===== config.mk =====
export PLATFORM = sky130hd
export DESIGN_NAME = keccak_sponge_sequencer
export DESIGN_NICKNAME = d
export VERILOG_FILES = /design/src/rtl/keccak_sponge_sequencer.sv
export SDC_FILE = /design/constraint.sdc
export NUM_CORES = 1
export LEC_CHECK = 0
export BUFFER_PORTS_ARGS = -buffer_cell sky130_fd_sc_hd__buf_2
export CAP_MARGIN = 20
export CORE_MARGIN = 2
export CORE_UTILIZATION = 35
export CTS_CLUSTER_DIAMETER = 30
export DETAILED_ROUTE_END_ITERATION = 16
export HOLD_SLACK_MARGIN = 0.08
export PLACE_DENSITY_LB_ADDON = 0.12
export SETUP_SLACK_MARGIN = 0.3
export SLEW_MARGIN = 20
export SYNTH_ARGS = -nofsm -noshare
export SYNTH_HDL_FRONTEND = slang
export SYNTH_SLANG_ARGS = --single-unit
export TNS_END_PERCENT = 50

===== constraint.sdc =====
create_clock -name ClkxCI -period 2.5 [get_ports ClkxCI]
set_input_delay 0.5 -clock ClkxCI [delete_from_list [all_inputs] [get_ports ClkxCI]]
set_output_delay 0.5 -clock ClkxCI [all_outputs]
set_load 0.02 [all_outputs]

===== src/rtl/keccak_sponge_sequencer.sv =====
// keccak_sponge_sequencer
//
// Session scheduler that sits between a host bus and the masked Keccak core's
// control interface. It only sequences control signals. State data moves
// directly between the host and the core and never passes through this block.
//
// A session runs as follows:
//   1. It absorbs pre-padded rate blocks. Each accepted block issues one
//      absorb start.
//   2. It waits for each permutation to finish. The first cycle of that wait
//      is a blanking cycle.
//   3. It presents squeezed blocks to the host. Every block after the first
//      needs a squeeze start.
//   4. It pulses DonexSO when the last requested block has been taken.
//
// Optional feature: define KECCAK_SEQ_TIMEOUT_EN to add a permutation
// watchdog. If CoreReadyxSI does not return within TIMEOUT_CYCLES cycles of
// PERM_WAIT, the block enters a sticky ERROR state. Only reset leaves ERROR.
//
// Ports
//   ClkxCI, RstxRBI          clock, asynchronous active-low reset
//   StartxSI                 begin a session (sampled in IDLE only)
//   SqueezeBlocksxDI         output blocks wanted (0 means 1), sampled with start
//   AbortxSI                 abandon the session
//   InValidxSI/InLastxSI     host rate block valid / final padded block
//   InReadyxSO               block accepted when InValidxSI is also high
//   OutValidxSO/OutReadyxSI  squeezed block available / consumed by host
//   CoreReadyxSI             core idle
//   RandomnessAvailablexSI   fresh masking randomness present
//   CoreStartAbsorbxSO       absorb start pulse to core
//   CoreStartSqueezexSO      squeeze start pulse to core
//   BusyxSO                  session active
//   DonexSO                  one-cycle pulse on normal completion
//   BlockCountxDO            blocks absorbed this session (saturating)
//   ErrorxSO                 watchdog fired (sticky)

module keccak_sponge_sequencer #(
  parameter int RATE              = 128,
  parameter int W                 = 16,
  parameter int SQUEEZE_CNT_WIDTH = 8,
  parameter int BLOCK_CNT_WIDTH   = 16,
  parameter int TIMEOUT_CYCLES    = 1024
) (
  input  logic                         ClkxCI,
  input  logic                         RstxRBI,
  input  logic                         StartxSI,
  input  logic [SQUEEZE_CNT_WIDTH-1:0] SqueezeBlocksxDI,
  input  logic                         AbortxSI,
  input  logic                         InValidxSI,
  input  logic                         InLastxSI,
  output logic                         InReadyxSO,
  output logic                         OutValidxSO,
  input  logic                         OutReadyxSI,
  input  logic                         CoreReadyxSI,
  input  logic                         RandomnessAvailablexSI,
  output logic                         CoreStartAbsorbxSO,
  output logic                         CoreStartSqueezexSO,
  output logic                         BusyxSO,
  output logic                         DonexSO,
  output logic [BLOCK_CNT_WIDTH-1:0]   BlockCountxDO,
  output logic                         ErrorxSO
);

  // Reject parameter sets that cannot describe a real sponge configuration.
  if (RATE <= 0 || W <= 0 || (RATE % W) != 0 || TIMEOUT_CYCLES < 2) begin : g_param_check
    $error("keccak_sponge_sequencer: illegal RATE/W/TIMEOUT_CYCLES combination");
  end

  typedef enum logic [2:0] {
    S_IDLE,
    S_ABSORB,
    S_PERM_WAIT,
    S_OUTPUT,
    S_SQUEEZE
`ifdef KECCAK_SEQ_TIMEOUT_EN
    , S_ERROR
`endif
  } state_t;

  state_t                       state_q, state_d;
  logic [SQUEEZE_CNT_WIDTH-1:0] remaining_q, remaining_d;
  logic [BLOCK_CNT_WIDTH-1:0]   block_count_q, block_count_d;
  logic                         last_q, last_d;
  logic                         abort_q, abort_d;
  logic                         blank_q;
  logic                         done_q, done_d;
  logic                         core_go;

`ifdef KECCAK_SEQ_TIMEOUT_EN
  localparam int WD_W = $clog2(TIMEOUT_CYCLES + 1);
  logic [WD_W-1:0] wd_q;
  logic            wd_expired;
  assign wd_expired = (wd_q == WD_W'(TIMEOUT_CYCLES - 1));
`endif

  // The core may start only when it is idle and randomness is available.
  assign core_go = CoreReadyxSI & RandomnessAvailablexSI;

  // NOTE: every signal driven here gets a default first, so no path can leave
  // a value unassigned and infer a latch.
  always_comb begin
    state_d             = state_q;
    remaining_d         = remaining_q;
    block_count_d       = block_count_q;
    last_d              = last_q;
    abort_d             = abort_q;
    done_d              = 1'b0;
    InReadyxSO          = 1'b0;
    CoreStartAbsorbxSO  = 1'b0;
    CoreStartSqueezexSO = 1'b0;

    case (state_q)
      S_IDLE: begin
        if (StartxSI) begin
          state_d       = S_ABSORB;
          remaining_d   = (SqueezeBlocksxDI == '0) ? SQUEEZE_CNT_WIDTH'(1) : SqueezeBlocksxDI;
          block_count_d = '0;
          last_d        = 1'b0;
          abort_d       = 1'b0;
        end
      end

      S_ABSORB: begin
        // Abort wins over a simultaneous handshake. InReadyxSO is also
        // gated, so the host never sees its block as accepted.
        if (AbortxSI) begin
          state_d = S_IDLE;
        end else begin
          InReadyxSO = core_go;
          if (core_go && InValidxSI) begin
            CoreStartAbsorbxSO = 1'b1;
            if (block_count_q != '1) block_count_d = block_count_q + 1'b1;
            last_d  = InLastxSI;
            state_d = S_PERM_WAIT;
          end
        end
      end

      S_PERM_WAIT: begin
        // The permutation cannot be interrupted. An abort is only remembered
        // here and takes effect once the core reports ready.
        if (AbortxSI) abort_d = 1'b1;
        if (!blank_q && CoreReadyxSI) begin
          abort_d = 1'b0;
          if (abort_q || AbortxSI) state_d = S_IDLE;
          else if (last_q)         state_d = S_OUTPUT;
          else                     state_d = S_ABSORB;
        end
`ifdef KECCAK_SEQ_TIMEOUT_EN
        else if (wd_expired) begin
          state_d = S_ERROR;
        end
`endif
      end

      S_OUTPUT: begin
        if (AbortxSI) begin
          state_d = S_IDLE;
        end else if (OutReadyxSI) begin
          remaining_d = remaining_q - 1'b1;
          if (remaining_q == SQUEEZE_CNT_WIDTH'(1)) begin
            state_d = S_IDLE;
            done_d  = 1'b1;
          end else begin
            state_d = S_SQUEEZE;
          end
        end
      end

      S_SQUEEZE: begin
        if (AbortxSI) begin
          state_d = S_IDLE;
        end else if (core_go) begin
          CoreStartSqueezexSO = 1'b1;
          state_d             = S_PERM_WAIT;
        end
      end

`ifdef KECCAK_SEQ_TIMEOUT_EN
      S_ERROR: state_d = S_ERROR;
`endif

      default: state_d = S_IDLE;
    endcase
  end

  // NOTE: state registers use non-blocking assignments, so every flop samples
  // values from before the clock edge.
  always_ff @(posedge ClkxCI or negedge RstxRBI) begin
    if (!RstxRBI) begin
      state_q       <= S_IDLE;
      remaining_q   <= '0;
      block_count_q <= '0;
      last_q        <= 1'b0;
      abort_q       <= 1'b0;
      blank_q       <= 1'b0;
      done_q        <= 1'b0;
    end else begin
      state_q       <= state_d;
      remaining_q   <= remaining_d;
      block_count_q <= block_count_d;
      last_q        <= last_d;
      abort_q       <= abort_d;
      // High only during the first PERM_WAIT cycle after a start. CoreReadyxSI
      // may not have dropped yet in that cycle.
      blank_q       <= (state_d == S_PERM_WAIT) && (state_q != S_PERM_WAIT);
      done_q        <= done_d;
    end
  end

`ifdef KECCAK_SEQ_TIMEOUT_EN
  // Holds at zero outside PERM_WAIT, so every PERM_WAIT entry starts from zero.
  always_ff @(posedge ClkxCI or negedge RstxRBI) begin
    if (!RstxRBI)                  wd_q <= '0;
    else if (state_q != S_PERM_WAIT) wd_q <= '0;
    else                           wd_q <= wd_q + 1'b1;
  end
  assign ErrorxSO = (state_q == S_ERROR);
`else
  assign ErrorxSO = 1'b0;
`endif

  assign OutValidxSO   = (state_q == S_OUTPUT);
  assign BusyxSO       = (state_q != S_IDLE);
  assign DonexSO       = done_q;
  assign BlockCountxDO = block_count_q;

endmodule


==> metrics.txt <==
worst setup margin 0.3202 ns; placed cell area 2101 um2; Slew @ Worst Pin 0.7285 ns; power per cell area 660.0 nW/um2; Net Switching 0.0005011 W; FMAX 458.8 MHz; vias in the first global route 1668; synth top area cells dfrtp_1 (42%), a21oi_1 (4.4%), nor2_1 (4.1%); Longest Clk Path Bufs 2; RSZ-0062 raised after global routing yes; vias per inst 5.404; post-route ant nets 0; Pwr Total 0.001471 W; CTS clk-pin slew, worst paths 0.07 ns; Wirelength per Cell 14.22 um; ys async rst share 100.0%; synthesized instance count 210; CP Launch Type flop; most common cell in the netlist dfrtp_1; die boundary height 76.22 um; fillers 549; Setup Skew 0.004843 ns; DRT Wirelength 4.607 mm; GPL Wtd Cong 0.7890; share of layout cells above drive strength 1 25.59%; syn nets 230; GRT Overall Usage 16.82%; vias post-DR 1751; final setup fails 0; max_cap viols 0; mapped cell area 1826 um2; Post-synth top flop dfrtp_1; number of synthesized flops with an enable pin 0; R2R depth 6; Max rail drop VDD 0.3724 mV; largest fanout on the critical path 2; Die X 76.22 um; Starting Density 35.97%; largest net degree at the start of global routing 32; fin area 2228 um2; Sw Share 34.07%; Final min period 2.180 ns; type of the worst setup path reg -> out; CTS sink count 31; HPWL Detailed 3.269 mm; Lkg Pwr 1.056 nW; Multi-input gate area 985.9 um2; initial antenna violation count 0; R2R Setup Slk 0.45 ns; Reg-to-Reg End BlockCountxDO[10]; worst rel slew slack 51.06%; Hold Vio Cnt, Final 0; Cells after DPL 314; Yosys top cell area share 42.49%; Top Ports 40; H-tree Lvls 2; final cycle utilization of the critical path 87.19%; Critical Path AT 1.68 ns; top cells by count, synth dfrtp_1 (31), nor2_1 (20), nand2_1 (17), a21oi_1 (16); Synth area leader dfrtp_1; number of synthesized register bits 31; Tightest Hold Check Type in -> async; worst slack at placement 0.3820 ns; Worst-Skew Late Latency 0.27 ns; FF+latch area 779.5 um2; Worst Path Required 2.00 ns; residual DRC count 0; Post-Layout Cell Count 324; reg-to-reg startpoint state_q[1]; Iter 0 DRT Violations 106; core region area 5075 um2; Reg power frac 44.5%; Die Footprint 5809 um2; Yosys cell types 50; CTS Root Buffer Type clkbuf_8; port bufs 38; Syn Area/Cell 8.693 um2; Layout Nets 273; Seq/Total Area, Yosys 42.49%; area grow syn2layout 22.07%; Slew Viols, Final 0; Cell Rows 26; Setup TNS 0 ns; total CTS buffers 5; crit end category primary output; Int Pwr 0.0009696 W; hold buffers post-CTS 0; Remaining Overflow, GRT 0; wire length of the first global-routing pass 8.017 mm; status completed; Syn. warnings 0; clock power share 29.7%; Antenna diodes 0; first drt pass iteration count 4; Combinational Power Share 25.8%; CTS tree done
[cells in the final DEF (no fill, tap or decap), drive strengths merged, types with 4 or more instances in the layout]
cell	n
mux2i	4
a31oi	4
a211oi	4
buf	45
o31ai	5
nand4	6
inv	8
clkbuf	8
nand2	17
nor2	20
nand3	11
o21ai	14
or2	6
nor3	11
dfrtp	31
a21oi	16
and3	4
[area by class of cell]
class / instances / area share, %
Sequential cell: 31 / 34.98
Timing Repair Buffer: 45 / 11.01
Inverter: 8 / 1.348
Tap cell: 70 / 3.930
Clock buffer: 8 / 4.492
Multi-Input combinational cell: 162 / 44.24
[metrics by stage]
| stage | utilization (%) | hold WS (ns) |
|---|---|---|
| 2_1_floorplan | - | 0.2044 |
| 3_3_place_gp | 41.40 | 0.4839 |
| 3_5_place_dp | 41.40 | 0.4768 |
| 4_1_cts | 43.74 | 0.3128 |
| 5_1_grt | 43.91 | 0.3474 |
| 6_report | 43.91 | 0.2766 |
[flip-flops by register name, summed over array words and instances, names as in the netlist]
register / count
blank_q: 1
BlockCountxDO: 16
remaining_q: 8
last_q: 1
DonexSO: 1
abort_q: 1
state_q: 3
[cell families (layout without fill, tap and decap cells)]
group,after synthesis,in the layout,share of synthesized area (%)
AO/OA/AOI/OAI,58,58,20.36
AND/OR/NAND/NOR,96,96,28.86
multiplexers,4,4,2.193
buffers and inverters,17,61,3.838
adder cells (fa/ha/maj),3,3,2.056
flip-flops,31,31,42.49
other,1,1,0.2054
[how the worst max path moves through the flow]
stage                    start                  end  slack [ns]  depth (start not counted)
floorplan           state_q[0]  CoreStartSqueezexSO        0.49                          4
global placement    state_q[1]     BlockCountxDO[8]        0.42                          5
detailed placement  state_q[1]    BlockCountxDO[10]        0.38                          5
CTS                 state_q[0]  CoreStartSqueezexSO        0.30                          4
global route        state_q[0]  CoreStartSqueezexSO        0.26                          4
finish              state_q[0]  CoreStartSqueezexSO        0.32                          4
[power groups by stage]
stage,sequential [W],combinational [W],clock [W]
after floorplan,0.000666,0.000236,0
after global placement,0.000677,0.000359,0
after detailed placement,0.000676,0.000357,0
after CTS,0.000654,0.000381,0.000448
after global routing,0.000668,0.000428,0.000478
final,0.000655,0.000380,0.000436
[what timing repair did]
item,in CTS,in global routing
endpoints found under the setup margin,1,4
pin swaps,0,1
resized for setup,3,4
setup buffers,2,0
[per-layer routing]
layer	up-vias	track usage [%]	part of all wire (%)
li1	873	-	-
met1	817	24.08	51
met2	55	25.49	42
met3	6	4.028	5.9
met4	0	4.545	1.2
met5	-	0	0
[critical path, cell delays in order (launching register included)]
cell	delay (ns)
dfrtp_2	0.41
or4b_4	0.54
or2_4	0.27
inv_1	0.06
buf_4	0.13
Power figures use the tool's default switching activity.
